<file path="config.mk">
export PLATFORM = sky130hd
export DESIGN_NAME = seg_scan_ctrl
export DESIGN_NICKNAME = d
export VERILOG_FILES = /design/src/rtl/seg_scan_ctrl_pkg.sv /design/src/rtl/seg_scan_ctrl_prescaler.sv /design/src/rtl/seg_scan_ctrl.sv
export SDC_FILE = /design/constraint.sdc
export NUM_CORES = 1
export LEC_CHECK = 0
export CAP_MARGIN = 20
export CORE_MARGIN = 1
export CORE_UTILIZATION = 58
export CTS_BUF_LIST = sky130_fd_sc_hd__clkbuf_8
export CTS_CLUSTER_DIAMETER = 120
export CTS_CLUSTER_SIZE = 28
export DETAILED_ROUTE_END_ITERATION = 16
export GPL_TIMING_DRIVEN = 0
export PLACE_DENSITY = 0.88
export SYNTH_ARGS = -nofsm -noshare
export SYNTH_HDL_FRONTEND = slang
export SYNTH_SLANG_ARGS = --single-unit
</file>
<file path="constraint.sdc">
create_clock -name clk -period 4.2 [get_ports clk]
set_clock_uncertainty 0.1 [all_clocks]
set_input_delay 0.84 -clock clk [delete_from_list [all_inputs] [get_ports clk]]
set_output_delay 0.84 -clock clk [all_outputs]
set_load 0.02 [all_outputs]
</file>
<file path="src/rtl/seg_scan_ctrl_pkg.sv">
// Shared constants and helpers for the 8-digit 7-segment scan controller.
// Latency: n/a (package, no logic).
// Backpressure: n/a.
package seg_pkg;

  localparam int NUM_DIGITS = 8;
  localparam int DIGIT_W    = 3;
  localparam int NIBBLE_W   = 4;
  localparam int VALUE_W    = 32;

  // Active-low one-hot anode pattern for digit index d (bit d low, all others high).
  function automatic logic [NUM_DIGITS-1:0] onehot_n(input logic [DIGIT_W-1:0] d);
    onehot_n = ~(NUM_DIGITS'(1) << d);
  endfunction

endpackage

</file>
<file path="src/rtl/seg_scan_ctrl_prescaler.sv">
// Free-running prescaler: counts 0..PRESCALE-1 while enabled and flags the last count.
// Latency: tick is combinational from the registered count; it is high for 1 cycle every PRESCALE enabled cycles.
// Backpressure: none; en=0 freezes the count in place.
module seg_prescaler #(
  parameter int PRESCALE = 50000
) (
  input  logic clk,
  input  logic rst,
  input  logic en,
  output logic tick
);

  localparam int              CNT_W = $clog2(PRESCALE);
  localparam logic [CNT_W-1:0] LAST = CNT_W'(PRESCALE - 1);

  logic [CNT_W-1:0] pre_cnt;

  assign tick = en && (pre_cnt == LAST);

  // Count while enabled and wrap after the last slot cycle; hold when disabled.
  always_ff @(posedge clk) begin
    if (rst) begin
      pre_cnt <= '0;
    end else if (en) begin
      if (tick) pre_cnt <= '0;
      else      pre_cnt <= pre_cnt + CNT_W'(1);
    end
  end

endmodule

</file>
<file path="src/rtl/seg_scan_ctrl.sv">
// Scans an 8-digit multiplexed 7-segment display from a tear-free shadow of a 32-bit value.
// Latency: load -> value_q at the next frame wrap while scanning (<= 8*PRESCALE cycles), 1 cycle while dark.
// Backpressure: none; a load is always accepted and a later load before the apply point overrides it.
// Optional: define LEADING_ZERO_BLANK_EN to blank leading-zero digits (digit 0 always lit).
module seg_scan_ctrl
  import seg_pkg::*;
#(
  parameter int PRESCALE = 50000
) (
  input  logic                  clk,
  input  logic                  rst,
  input  logic                  en,
  input  logic                  load,
  input  logic [VALUE_W-1:0]    value,
  output logic [DIGIT_W-1:0]    digit_sel,
  output logic [VALUE_W-1:0]    value_q,
  output logic [NUM_DIGITS-1:0] anode_n,
  output logic                  frame_tick
);

  logic                  tick;
  logic                  dark;      // mirrors "display dark" without depending on blanked slots
  logic                  pend;
  logic [VALUE_W-1:0]    pend_val;
  logic                  apply;
  logic [DIGIT_W-1:0]    digit_nxt;
  logic [VALUE_W-1:0]    vq_nxt;
  logic [NUM_DIGITS-1:0] anode_nxt;

  seg_prescaler #(.PRESCALE(PRESCALE)) u_prescaler (
    .clk  (clk),
    .rst  (rst),
    .en   (en),
    .tick (tick)
  );

  // Next digit, shadow apply decision and next anode pattern.
  always_comb begin
    digit_nxt = tick ? digit_sel + DIGIT_W'(1) : digit_sel;
    apply     = dark || (tick && (digit_sel == DIGIT_W'(NUM_DIGITS - 1)));

    vq_nxt = value_q;
    if (apply) begin
      if (load)      vq_nxt = value;      // same-cycle load beats any older pending value
      else if (pend) vq_nxt = pend_val;
    end

    anode_nxt = en ? onehot_n(digit_nxt) : '1;
`ifdef LEADING_ZERO_BLANK_EN
    // Blank against the value being shown on the same edge so anodes and data never disagree.
    for (int k = 1; k < NUM_DIGITS; k++) begin
      if ((vq_nxt >> (k * NIBBLE_W)) == '0) anode_nxt[k] = 1'b1;
    end
`endif
  end

  // Digit counter, frame pulse, anode register and dark flag.
  always_ff @(posedge clk) begin
    if (rst) begin
      digit_sel  <= '0;
      frame_tick <= 1'b0;
      anode_n    <= '1;
      dark       <= 1'b1;
    end else begin
      digit_sel  <= digit_nxt;
      frame_tick <= tick && (digit_sel == DIGIT_W'(NUM_DIGITS - 1));
      anode_n    <= anode_nxt;
      dark       <= ~en;
    end
  end

  // Shadow register with a single pending slot; last load before the apply point wins.
  always_ff @(posedge clk) begin
    if (rst) begin
      value_q  <= '0;
      pend     <= 1'b0;
      pend_val <= '0;
    end else begin
      value_q <= vq_nxt;
      if (apply) begin
        pend <= 1'b0;
      end else if (load) begin
        pend     <= 1'b1;
        pend_val <= value;
      end
    end
  end

endmodule

</file>
Yosys cells after proc, flatten, opt, wreduce, memory -nomap -nowiden

Index checks and enable logic that the tools add are counted.

Register bits: 94
Output and inout port bits: 44
Word-level logic and storage cells: 28

Add/sub/neg operators: 2
Equal/unequal tests: 2
Shift-type cells: 1
Multiplexer cells: 4
Bitwise logic cells: 3
Reduce and logical (&&, ||, !) cells: 8

Operator list:

| kind                  | count |
|---|---|
| $mux 32               | 2 |
| $add 16x1->16 const B | 1 |
| $eq 16x16->1 const B  | 1 |
| $mux 16               | 1 |
| $not 8->8             | 1 |
| $shl 1x3->8 const A   | 1 |
| $reduce_and 2->1      | 2 |
| $reduce_or 2->1       | 2 |
| $add 3x1->3 const B   | 1 |
| $eq 3x3->1 const B    | 1 |
| $mux 3                | 1 |
| $logic_and 1x1->1     | 2 |
| $not 1->1             | 2 |
| $reduce_bool 2->1     | 1 |
| $logic_or 1x1->1      | 1 |

Longest topological paths before layout

Word-level depth: 6
Gate-level depth with buffers: 7
Mapped depth without buffers: 5

By module

From an unflattened synthesis, not the netlist that was laid out.

Cell total of the unflattened synthesis: 433
Area, all modules: 4236.6 µm²

Modules (own cells, without submodules):

| module        | instances | cells an instance | area an instance (µm²) | sequential area each (µm²) |
|---|---|---|---|---|
| seg_scan_ctrl | 1         | 345               | 3435.8                 | 1561.5 |
| seg_prescaler | 1         | 88                | 800.8                  | 320.3 |

Worst setup path before layout

No wires, ideal clock.

Path type: input-to-reg
Start: input en
End: register anode_n[0]
Setup time: 0.134 ns
Arrival: 2.282 ns
Required time: 3.966 ns
Slack: 1.684 ns
Stages: 6
Path buffers: 2
Cell sequence: buf_2 > and4_1 > and4_1 > buf_4 > mux2_1 > or4_1

Longest elaborated chain between the ends: 4
Elaborated cells between the ends (all ways): 6

Ends and longest elaborated chain:

| element              | line                          | text |
|---|---|---|
| start, declared      | seg_scan_ctrl.sv:12           | `input logic en,` |
| $logic_and 1x1->1    | seg_scan_ctrl_prescaler.sv:18 | `assign tick = en && (pre_cnt == LAST);` |
| $mux 3               | seg_scan_ctrl.sv:39           | `digit_nxt = tick ? digit_sel + DIGIT_W'(1) : digit_sel;` |
| $shl 1x3->8          | seg_scan_ctrl_pkg.sv:13       | `onehot_n = ~(NUM_DIGITS'(1) << d);` |
| $not 8->8            | seg_scan_ctrl_pkg.sv:13       |  |
| end signal, assigned | seg_scan_ctrl.sv:67           | `anode_n <= anode_nxt;` |
| end, declared        | seg_scan_ctrl.sv:17           | `output logic [NUM_DIGITS-1:0] anode_n,` |

Several ways; a longest one is shown, not always the timed one.
A chain may end at the register's enable or synchronous reset.

==> metrics.md <==
| Metric | Value |
|---|---|
| Outcome | finished clean |
| Sequential area share after synthesis | 0.454 |
| LEAKAGE | 2.03 nW |
| Overall Global Routing Usage | 0.267 |
| Crit path kind | primary input to register |
| Worst Hold Class | register to register |
| Yosys cell types | 37 |
| Setup TNS | 0 ps |
| VDD IR max | 0.222 mV |
| Clock buffer depth | 2 |
| Least-Margin Pin Slew | 600 ps |
| Crit-path cells | clkdlybuf4s50_1 -> clkinv_1 -> clkbuf_1 -> clkbuf_1 -> nand2_1 -> mux2i_1 |
| Async S/R FF share, synth | 0 |
| Drt via density | 5.40 |
| Seq cells post-synth | 94 |
| Gpl congestion | 0.812 |
| Final Cycle Share | 0.588 |
| DRC Markers | 0 |
| Initial detailed-routing violation count | 147 |
| Final core occ | 0.772 |
| Root buf cell | clkbuf_8 |
| Row count | 30 |
| RSZ-0062 raised after global routing | no |
| Setup Buffers After CTS | 0 |
| Net count, final | 571 |
| Vias in the first global route | 3,444 |
| Commonest non-fill, non-tap cell in the layout | nand2_1 |
| Tmin final | 2470 ps |
| Antenna viol nets, final | 0 |
| Die height | 86.5 um |
| Syn avg cell area | 9.33 um2 |
| Wire length of the first global-routing pass | 15.5 mm |
| CTS-repair resized insts | 0 |
| Max Freq | 0.405 GHz |
| Mapped Nets | 483 |
| Chip width | 86.5 um |
| Skew-Pair Late Insertion Delay | 350 ps |
| Startpoint types | primary input |
| First-pass iteration count of the detailed router | 4 |
| I/O pin count | 80 |
| Die area | 7480 um2 |
| EDFF count, synth | 0 |
| HPWL after DPL | 6.79 mm |
| PnR Total Power | 1.87 mW |
| CP max stage cell | clkdlybuf4s50_1 |
| Total of max-cap violations | 0 |
| Final setup fails | 0 |
| CTS sink cnt | 94 |
| Yosys warns | 0 |
| Num CTS Buffers | 9 |
| Hold Buf Count CTS | 0 |
| Port-buffer cells | 77 |
| Fillers | 473 |
| Slew Viols, Final | 0 |
| Reg clk slew, reported paths | 90 ps |
| Worst Path Max Fanout | 10 |
| Top_reg_cell synth | dfxtp_1 |
| Total grt overflow | 0 |
| CP bufs+invs | 4 |
| Power density of the placed cells | 355 nW/um2 |
| Commonest non-fill, non-tap cells in the layout | nand2_1, dfxtp_1, clkdlybuf4s50_1, mux2i_1, mux2_2 |
| Layout cells sized above 1 | 0.114 |
| CP peak stage delay | 530 ps |
| Core Box Area | 6830 um2 |
| DR vias | 3,416 |
| CTS tree | built |
| Max-slew headroom | 0.600 |
| Most used cell, CP | clkbuf_1 |
| H-Tree Level Count | 3 |
| Routed WL per cell | 15.2 um |
| Area grow syn2layout | 27.2% |
| Syn Inst Count | 444 |
| Final hold vios | 0 |
| Initial antenna violation count | 0 |
| Antenna diodes | 0 |
| Largest net degree at the start of global routing | 16 |
| WP data required | 4360 ps |
| Routed WL | 9.59 mm |
| Cell area after synthesis | 4140 um2 |
| CP Capture Type | register |
| Crit-path leading delay family | buffers and inverters |
| Arr. time, crit path | 2630 ps |
| Initial Utilization | 0.606 |
[sequential cells by signal, summed over array words and instances, names as in the netlist]
name,flops
pend_val,32
value_q,32
u_prescaler.pre_cnt,16
anode_n,8
digit_sel,3
dark,1
frame_tick,1
pend,1
[path summary, 6_finish.rpt]
kind | start | end | slack [ps] | depth (start not counted)
worst max-delay path | rst | pend_val[8]$_SDFFE_PP0P_ | 1730 | 6
worst min-delay path | value_q[13]$_SDFFE_PP0P_ | value_q[13]$_SDFFE_PP0P_ | 360 | 2
worst max register to register | u_prescaler.pre_cnt[0]$_SDFFE_PP0P_ | pend_val[8]$_SDFFE_PP0P_ | 1870 | 7
worst min register to register | value_q[13]$_SDFFE_PP0P_ | value_q[13]$_SDFFE_PP0P_ | 360 | 2
[cell usage after synthesis (2+ instances only)]
master / n / area [um2]
inv_1: 3 / 11.3
nand2b_1: 2 / 12.5
mux2_2: 32 / 360
dfxtp_1: 94 / 1880
nor2_1: 17 / 63.8
nand4_1: 9 / 56.3
buf_1: 2 / 7.51
o21ai_0: 4 / 20.0
and4_1: 3 / 26.3
nor4_1: 3 / 18.8
nor3_1: 3 / 15.0
ha_1: 3 / 37.5
or4_1: 4 / 30.0
xor2_1: 3 / 26.3
a21oi_1: 2 / 10.0
xnor2_1: 11 / 96.3
clkbuf_1: 18 / 67.6
mux2i_1: 65 / 651
nand3_1: 3 / 15.0
buf_2: 7 / 35.0
or3_1: 3 / 18.8
nand2_1: 137 / 514
nor4b_4: 2 / 47.6
[final cells by class]
cell class	count	area [um2]	area share
clock inverter	7	114	0.0216
tap	96	120	0.0228
clock buffer	9	124	0.0235
buffer	28	118	0.0223
sequential	94	1880	0.357
timing repair buffer	77	771	0.146
inverter	4	15.0	0.00285
multi-input combinational	318	2130	0.404
[worst reg2reg max path, cell delays in order (launching register included)]
cell and delay, ps:
dfxtp_1 350, ha_1 240, and4_1 270, and4_1 170, buf_4 160, a21oi_2 270, buf_2 370, mux2i_1 300
[power by group]
| group | leakage (nW) | switching [mW] | total (mW) | internal [mW] |
|---|---|---|---|---|
| sequential | 0.764 | 0.0164 | 0.937 | 0.920 |
| clock | 0.117 | 0.311 | 0.703 | 0.392 |
| combinational | 1.15 | 0.117 | 0.230 | 0.114 |
[logic make-up after synthesis]
group | after synthesis | synth area share
AND/OR/NAND/NOR | 191 | 0.208
multiplexers | 99 | 0.250
flip-flops | 94 | 0.454
buffers and inverters | 32 | 0.0320
XOR/XNOR | 14 | 0.0296
AO/OA/AOI/OAI | 11 | 0.0169
adder cells (fa/ha/maj) | 3 | 0.00906
[per-layer routing]
layer,part of all wire,GRT usage,wire length [um],up-vias
met5,0,0,0,-
met4,0.024,0.127,227,0
met3,0.046,0.0581,438,22
met2,0.51,0.465,4880,111
met1,0.42,0.312,4040,1622
li1,-,-,-,1661
[through the flow]
| step | cell area (um2) | setup slack, ps | std cells | hold slack [ps] |
|---|---|---|---|---|
| floorplan | 4140 | 1680 | 444 | 306 |
| global placement | 5030 | 1520 | 617 | 324 |
| detailed placement | 5030 | 1400 | 617 | 347 |
| CTS | 5270 | 1750 | 633 | 358 |
| global route | 5270 | 1540 | 633 | 375 |
| finish | 5270 | 1730 | 633 | 360 |
Note: power is estimated with default switching activity, not from simulation.
